`config.mk`:
```
export PLATFORM = sky130hd
export DESIGN_NAME = alu_seq
export DESIGN_NICKNAME = d
export VERILOG_FILES = /design/src/rtl/alu_seq.sv
export SDC_FILE = /design/constraint.sdc
export NUM_CORES = 1
export LEC_CHECK = 0
export BUFFER_PORTS_ARGS = -buffer_cell sky130_fd_sc_hd__buf_4
export CAP_MARGIN = 20
export CORE_MARGIN = 2
export CORE_UTILIZATION = 55
export CTS_CLUSTER_DIAMETER = 200
export CTS_CLUSTER_SIZE = 28
export DETAILED_ROUTE_END_ITERATION = 6
export PLACE_DENSITY = 0.8
export SYNTH_ARGS = -nofsm -noshare
export SYNTH_HDL_FRONTEND = slang
export SYNTH_SLANG_ARGS = --single-unit
```
`constraint.sdc`:
```
create_clock -name clk -period 3.35 [get_ports clk]
set_input_delay 0.67 -clock clk [delete_from_list [all_inputs] [get_ports clk]]
set_output_delay 0.67 -clock clk [all_outputs]
set_load 0.01 [all_outputs]
```
`src/rtl/alu_seq.sv`:
```
// alu_seq
//   Clocked ALU between the register-file read ports and the writeback mux.
//   Single-cycle arithmetic, logic and shift ops; iterative shift-add
//   multiply and restoring divide; registered PSR flag file whose carry
//   persists across ops (used by ADDC).
//
// Ports
//   clk        system clock, rising edge
//   reset_n    asynchronous active-low reset
//   in_valid   operation request
//   in_ready   block can accept a request this cycle
//   op         0 ADD 1 ADDC 2 SUB 3 CMP 4 AND 5 OR 6 XOR 7 LSH 8 ASH
//              9 MULU 10 DIVU, 11-15 illegal
//   a, b       operands (b already extended by the decoder)
//   out_valid  result available; held with its data until out_ready
//   out_ready  consumer takes the result
//   result     primary result
//   result_hi  MULU high half / DIVU remainder, 0 otherwise
//   flags      PSR {N, Z, F, L, C} (bit 4 .. bit 0)
module alu_seq #(
  parameter int WIDTH = 16,
  parameter int SHW   = $clog2(WIDTH)
) (
  input  logic             clk,
  input  logic             reset_n,
  input  logic             in_valid,
  output logic             in_ready,
  input  logic [3:0]       op,
  input  logic [WIDTH-1:0] a,
  input  logic [WIDTH-1:0] b,
  output logic             out_valid,
  input  logic             out_ready,
  output logic [WIDTH-1:0] result,
  output logic [WIDTH-1:0] result_hi,
  output logic [4:0]       flags
);

  localparam logic [3:0] OP_ADD  = 4'd0;
  localparam logic [3:0] OP_ADDC = 4'd1;
  localparam logic [3:0] OP_SUB  = 4'd2;
  localparam logic [3:0] OP_CMP  = 4'd3;
  localparam logic [3:0] OP_AND  = 4'd4;
  localparam logic [3:0] OP_OR   = 4'd5;
  localparam logic [3:0] OP_XOR  = 4'd6;
  localparam logic [3:0] OP_LSH  = 4'd7;
  localparam logic [3:0] OP_ASH  = 4'd8;
  localparam logic [3:0] OP_MULU = 4'd9;
  localparam logic [3:0] OP_DIVU = 4'd10;

  localparam int FC  = 0;
  localparam int FL  = 1;
  localparam int FF  = 2;
  localparam int FZ  = 3;
  localparam int FN  = 4;
  localparam int MSB = WIDTH - 1;
  localparam int CW  = $clog2(WIDTH) + 1;

  typedef enum logic [1:0] {IDLE, ITER, RESULT} state_t;

  state_t           state_q, state_d;
  logic             armed_q;
  logic             accept;
  logic             iter_op;
  logic             last_step;
  logic [CW-1:0]    cnt_q;
  logic [WIDTH-1:0] acc_q;
  logic [WIDTH-1:0] lo_q;
  logic [WIDTH-1:0] opnd_q;
  logic             div_q;
  logic             bzero_q;

  logic [WIDTH:0]   add_full;
  logic [WIDTH:0]   sub_full;
  logic [SHW:0]     sh_raw;
  logic [SHW:0]     sh_neg;
  logic [SHW:0]     sh_mag;
  logic             sh_right;
  logic [WIDTH-1:0] shl;
  logic [WIDTH-1:0] shr;
  logic [WIDTH-1:0] sc_result;
  logic [4:0]       sc_flags;

  logic [WIDTH:0]   mul_sum;
  logic [WIDTH:0]   div_rs;
  logic [WIDTH:0]   div_diff;
  logic [WIDTH-1:0] step_acc;
  logic [WIDTH-1:0] step_lo;
  logic [WIDTH-1:0] it_result;
  logic [4:0]       it_flags;

  // armed_q keeps in_ready low until the first edge after reset release.
  // A drained result and a new request may share an edge.
  assign accept    = in_valid & in_ready;
  assign iter_op   = (op == OP_MULU) | (op == OP_DIVU);
  assign in_ready  = armed_q & (state_q != ITER) & (~out_valid | out_ready);
  assign last_step = (state_q == ITER) & (cnt_q == CW'(1));

  // ADDC folds in the carry registered by an earlier op.
  // The carry out of the subtract is the borrow, i.e. a < b unsigned.
  assign add_full = {1'b0, a} + {1'b0, b} + {{WIDTH{1'b0}}, (op == OP_ADDC) & flags[FC]};
  assign sub_full = {1'b0, a} - {1'b0, b};

  // Shift amount is the signed value of b[SHW:0]; negative means shift right.
  // Its magnitude can reach WIDTH only for a right shift, which must flush.
  assign sh_raw   = b[SHW:0];
  assign sh_neg   = -sh_raw;
  assign sh_right = sh_raw[SHW];
  assign sh_mag   = sh_right ? sh_neg : sh_raw;

  always_comb begin
    shl = a << sh_mag;
    if (sh_mag >= (SHW+1)'(WIDTH)) begin
      shr = ((op == OP_ASH) && a[MSB]) ? '1 : '0;
    end else if (op == OP_ASH) begin
      shr = $unsigned($signed(a) >>> sh_mag);
    end else begin
      shr = a >> sh_mag;
    end
  end

  // Result and next flags for every single-cycle op. Flags an op does not
  // define keep their registered value. MULU/DIVU codes fall into the
  // default arm here but never take this path.
  always_comb begin
    sc_result = '0;
    sc_flags  = flags;
    case (op)
      OP_ADD, OP_ADDC: begin
        sc_result    = add_full[WIDTH-1:0];
        sc_flags[FC] = add_full[WIDTH];
        sc_flags[FF] = (a[MSB] == b[MSB]) & (add_full[MSB] != a[MSB]);
      end
      OP_SUB: begin
        sc_result    = sub_full[WIDTH-1:0];
        sc_flags[FC] = sub_full[WIDTH];
        sc_flags[FF] = (a[MSB] != b[MSB]) & (sub_full[MSB] != a[MSB]);
      end
      OP_CMP: begin
        sc_flags[FL] = a < b;
        sc_flags[FN] = $signed(a) < $signed(b);
        sc_flags[FZ] = a == b;
      end
      OP_AND:         sc_result = a & b;
      OP_OR:          sc_result = a | b;
      OP_XOR:         sc_result = a ^ b;
      OP_LSH, OP_ASH: sc_result = sh_right ? shr : shl;
      default:        sc_flags  = '1;
    endcase
    if ((op <= OP_ASH) && (op != OP_CMP)) begin
      sc_flags[FZ] = sc_result == '0;
      sc_flags[FN] = sc_result[MSB];
    end
  end

  // One iteration step. Multiply: acc_q:lo_q is the running product with
  // the multiplier shifting out of lo_q. Divide: acc_q is the partial
  // remainder and quotient bits shift into lo_q as the dividend shifts out.
  // With a zero divisor the remainder naturally ends up equal to a.
  always_comb begin
    mul_sum  = {1'b0, acc_q} + (lo_q[0] ? {1'b0, opnd_q} : '0);
    div_rs   = {acc_q, lo_q[MSB]};
    div_diff = div_rs - {1'b0, opnd_q};
    if (div_q) begin
      if (div_diff[WIDTH]) begin
        step_acc = div_rs[WIDTH-1:0];
        step_lo  = {lo_q[MSB-1:0], 1'b0};
      end else begin
        step_acc = div_diff[WIDTH-1:0];
        step_lo  = {lo_q[MSB-1:0], 1'b1};
      end
    end else begin
      step_acc = mul_sum[WIDTH:1];
      step_lo  = {mul_sum[0], lo_q[MSB:1]};
    end
  end

  // Result and flags produced on the final iteration edge.
  always_comb begin
    it_result = step_lo;
    it_flags  = flags;
    if (!div_q) begin
      it_flags[FZ] = (step_acc == '0) & (step_lo == '0);
      it_flags[FC] = step_acc != '0;
    end else if (bzero_q) begin
      it_result    = '1;
      it_flags[FF] = 1'b1;
    end else begin
      it_flags[FZ] = step_lo == '0;
    end
  end

  // Control state register.
  always_ff @(posedge clk or negedge reset_n) begin
    if (!reset_n) begin
      state_q <= IDLE;
    end else begin
      state_q <= state_d;
    end
  end

  // RESULT behaves like IDLE for accepting, so back-to-back ops skip IDLE.
  always_comb begin
    state_d = state_q;
    case (state_q)
      IDLE, RESULT: begin
        if (accept) begin
          state_d = iter_op ? ITER : RESULT;
        end else if ((state_q == RESULT) && out_ready) begin
          state_d = IDLE;
        end
      end
      ITER: begin
        if (last_step) begin
          state_d = RESULT;
        end
      end
      default: state_d = IDLE;
    endcase
  end

  // Datapath and output registers. Outputs change only on an accept of a
  // single-cycle op, on the final iteration, or when a result drains, so
  // they stay stable while the consumer stalls.
  always_ff @(posedge clk or negedge reset_n) begin
    if (!reset_n) begin
      armed_q   <= 1'b0;
      out_valid <= 1'b0;
      result    <= '0;
      result_hi <= '0;
      flags     <= '0;
      cnt_q     <= '0;
      acc_q     <= '0;
      lo_q      <= '0;
      opnd_q    <= '0;
      div_q     <= 1'b0;
      bzero_q   <= 1'b0;
    end else begin
      armed_q <= 1'b1;
      if (accept) begin
        if (iter_op) begin
          out_valid <= 1'b0;
          cnt_q     <= CW'(WIDTH);
          acc_q     <= '0;
          lo_q      <= a;
          opnd_q    <= b;
          div_q     <= op == OP_DIVU;
          bzero_q   <= b == '0;
        end else begin
          out_valid <= 1'b1;
          result    <= sc_result;
          result_hi <= '0;
          flags     <= sc_flags;
        end
      end else if (state_q == ITER) begin
        cnt_q <= cnt_q - CW'(1);
        acc_q <= step_acc;
        lo_q  <= step_lo;
        if (last_step) begin
          out_valid <= 1'b1;
          result    <= it_result;
          result_hi <= step_acc;
          flags     <= it_flags;
        end
      end else if (out_ready) begin
        out_valid <= 1'b0;
      end
    end
  end

endmodule

```
==> qor.yml <==
floorplanning:
  design.core.area_mm2: 0.0195
  die_w_um: 145
  io-pin-count: 79
  die_h_um: 145
  initial_utilization_pct: 56.2
  dieArea_mm2: 0.0211
  rows: 51
setup_path:
  worstSetupPathType: "in -> reg"
  max_stage_delay_ns: 0.44
  path_cells: "buf_8, nor3_4, nand3_2, fa_2, fa_2, nor2b_4, or3_1, a21oi_1, a31oi_1, o221ai_1, a31oi_1, or4b_1, or4_4, nor4_2, a41oi_1, o21ai_1"
  worstPathArrival_ns: 3.97
  crit_required_ns: 3.63
  critPathCaptureType: "register"
  reg2reg_to: "flags[3]"
  crit_fanout: 3
  cpLargestDelayFamily: "simple AND/OR/NAND/NOR gates"
  start_kind: "input pin"
  r2r_setup_slack_ns: -0.20
  reg2reg_from: "flags[0]"
  crit_slowest_cell: "or4b_1"
  ff2ff_path_depth: 16
  crit_buf_inv: 1
pwr:
  power_density_mw_per_mm2: 709
  swShare_pct: 46.5
  p_comb_share_pct: 72.5
  power_frac_clock_pct: 9.9
  intPower_mw: 5.74
  seqPwrFrac_pct: 17.7
  leakage_nw: 6.96
  peakVddDrop_v: 0.000481
  p_switching_mw: 5.00
global_route:
  grt_pass1_vias: 12900
  grt_pass1_wl_mm: 71.0
  grt_start_max_net_pins: 58
  grt_overflow_total: 0
  antenna_found_initial: 0
  grt_use_total_pct: 42.4
synth:
  yosysMostFrequentCell: "o21ai_0"
  synth_top_area_share_pct: 21.9
  syn_nets: 1543
  synth_cells: 1414
  synth_cell_types: 91
  avgSynthCellArea_um2: 7.77
  ys.warnings.count: 0
  synth_ff_type: "dfrtp_1"
  synth-edff-count: 0
  async_flop_share_pct: 100
  syn-cell-area_mm2: 0.0110
  synth_common_cells: "o21ai_0, nor2_1, nand2_1"
  synth_area_leader_cell: "dfrtp_1"
  synth_area_leaders: "dfrtp_1, ha_1, o21ai_0"
  ys_seq_area_share_pct: 21.9
  synth_seq_cells: 96
sta:
  finalSetupViolations: 9
  hold_viol: 0
  slew_violations: 0
  holdWs_ns: 0.348
  min_period_over_period_pct: 110
  worst-slew-pin-transition_ns: 0.677
  setup_ws_ns: -0.344
  min_period_ns: 3.69
  rsz0062_at_grt: "yes"
  fmax_ghz: 0.271
  maxSlewHeadroom_pct: 54.6
  skew_ns: 0.0113
placed_design:
  dp_slack_ns: -0.718
  place_hpwl_mm: 35.2
  gp_congestion: 1.04
  port-buffer-count: 78
clock_network:
  numCtsBuffers: 9
  cts_sinks: 96
  h-tree-depth: 3
  cts_tree: "yes"
  clkTransAtPathRegs_ns: 0.07
  cts_root_buf: "clkbuf_16"
  clock_latency_ns: 0.36
  clockBufferDepth: 2
routing:
  drt_iter0_drc: 1705
  route.antenna.remaining_nets: 0
  via_count: 13600
  first_pass_iters: 6
  drc: 0
  routed_via_density: 6.60
  wirelength_mm: 48.7
  wl_per_cell_um: 23.6
finish:
  diodes: 0
  layout.area.seq_mm2: 0.00240
  synthToLayoutAreaGrowth_pct: 37.9
  drive_gt1_share_pct: 33.2
  fillers: 1360
  nets: 1919
  multi_input_area_mm2: 0.00828
run_status:
  violations: "negative setup slack"
  run_status: "complete, but fails checks"
min_path:
  hold_class: "in -> async"
job:
  cap_violations: 0
[how the worst max path moves through the flow]
stage / start / endpoint / slack (ns) / depth (start not counted)
floorplan: op[3] / flags[3] / -0.67 / 18
global placement: op[1] / flags[3] / -0.63 / 16
detailed placement: op[1] / flags[3] / -0.72 / 16
CTS: op[1] / flags[3] / -0.34 / 16
global route: op[1] / flags[3] / -0.53 / 16
finish: op[1] / flags[3] / -0.34 / 16
[layer usage]
metal	global-route usage, %	share of wire, %
met1	50.8	36
met5	0	0
met4	30.2	9.4
met3	7.14	10
met2	69.1	45
[registers in the layout, indices dropped and copies added (netlist names)]
| signal | count |
|---|---|
| div_q | 1 |
| lo_q | 16 |
| state_q | 2 |
| acc_q | 16 |
| opnd_q | 16 |
| flags | 5 |
| out_valid | 1 |
| cnt_q | 5 |
| armed_q | 1 |
| result_hi | 16 |
| result | 16 |
| bzero_q | 1 |
[cell type report]
| cell class | count | area share [%] |
|---|---|---|
| Multi-Input combinational cell | 1146 | 54.7 |
| Tap cell | 265 | 2.19 |
| Clock inverter | 7 | 0.454 |
| Clock buffer | 9 | 1.49 |
| Inverter | 77 | 1.94 |
| Timing Repair Buffer | 460 | 23.4 |
| Sequential cell | 96 | 15.9 |
[worst register-to-register path, delay by kind of cell (launching register included)]
family	cells	cell delay (ns)
buffers and inverters	2	0.26
AND/OR/NAND/NOR	5	1.12
AO/OA/AOI/OAI	7	1.14
adder cells (fa/ha/maj)	2	0.49
flip-flops	1	0.47
[stage by stage]
stage / power, mW / std cells / util (%) / instance area (um2) / TNS (ns)
CTS: 9.66 / 2043 / 75.1 / 14700 / -0.350
global placement: 8.02 / 2013 / 72.5 / 14200 / -3.76
global route: 11.2 / 2060 / 77.6 / 15100 / -3.03
floorplan: 5.38 / 1414 / - / 11100 / -1.22
detailed placement: 8.22 / 2013 / 72.5 / 14200 / -4.27
finish: 10.7 / 2060 / 77.6 / 15100 / -1.22
[logic make-up (layout without fill, tap and decap cells)]
group / Yosys count / in the layout / synth area share (%)
adder cells (fa/ha/maj): 89 / 89 / 10.5
other: 1 / 1 / 0.0341
XOR/XNOR: 38 / 38 / 3.03
buffers and inverters: 172 / 553 / 7.10
AO/OA/AOI/OAI: 469 / 469 / 27.4
multiplexers: 80 / 80 / 9.63
AND/OR/NAND/NOR: 469 / 469 / 20.5
flip-flops: 96 / 96 / 21.9
[cells in the final DEF, fill, tap and decap left out, types with 13 or more instances in the layout]
cell and count:
dfrtp_1 94, inv_1 73, xnor2_1 23, mux4_2 14
buf_4 446, o21a_1 18, nor3_1 32, ha_1 78
nand3_1 46, a31oi_1 19, a21o_1 13, and2_1 23
mux2i_1 47, a21oi_1 102, o211ai_1 14, o31ai_1 17
nor2b_1 14, o21ai_0 121, a211oi_1 24, nor2_1 131
o21ai_1 14, xor2_1 13, nand2_1 123
[what timing repair did]
item                                    4_1_cts  5_1_grt
hold endpoints to repair                      0        0
endpoints found under the setup margin        6       18
hold buffers                                  0        0
buffers inserted                             14       18
pin swaps                                    25       46
resized for setup                            32       72
[power groups by stage]
stage | registers (mW) | logic (mW) | clock network [mW]
after floorplan | 1.81 | 3.56 | 0
after global placement | 1.84 | 6.19 | 0
after detailed placement | 1.86 | 6.36 | 0
after CTS | 1.85 | 6.78 | 1.03
after global routing | 1.92 | 8.15 | 1.09
final | 1.90 | 7.78 | 1.06
(Power assumes the default switching activity.)
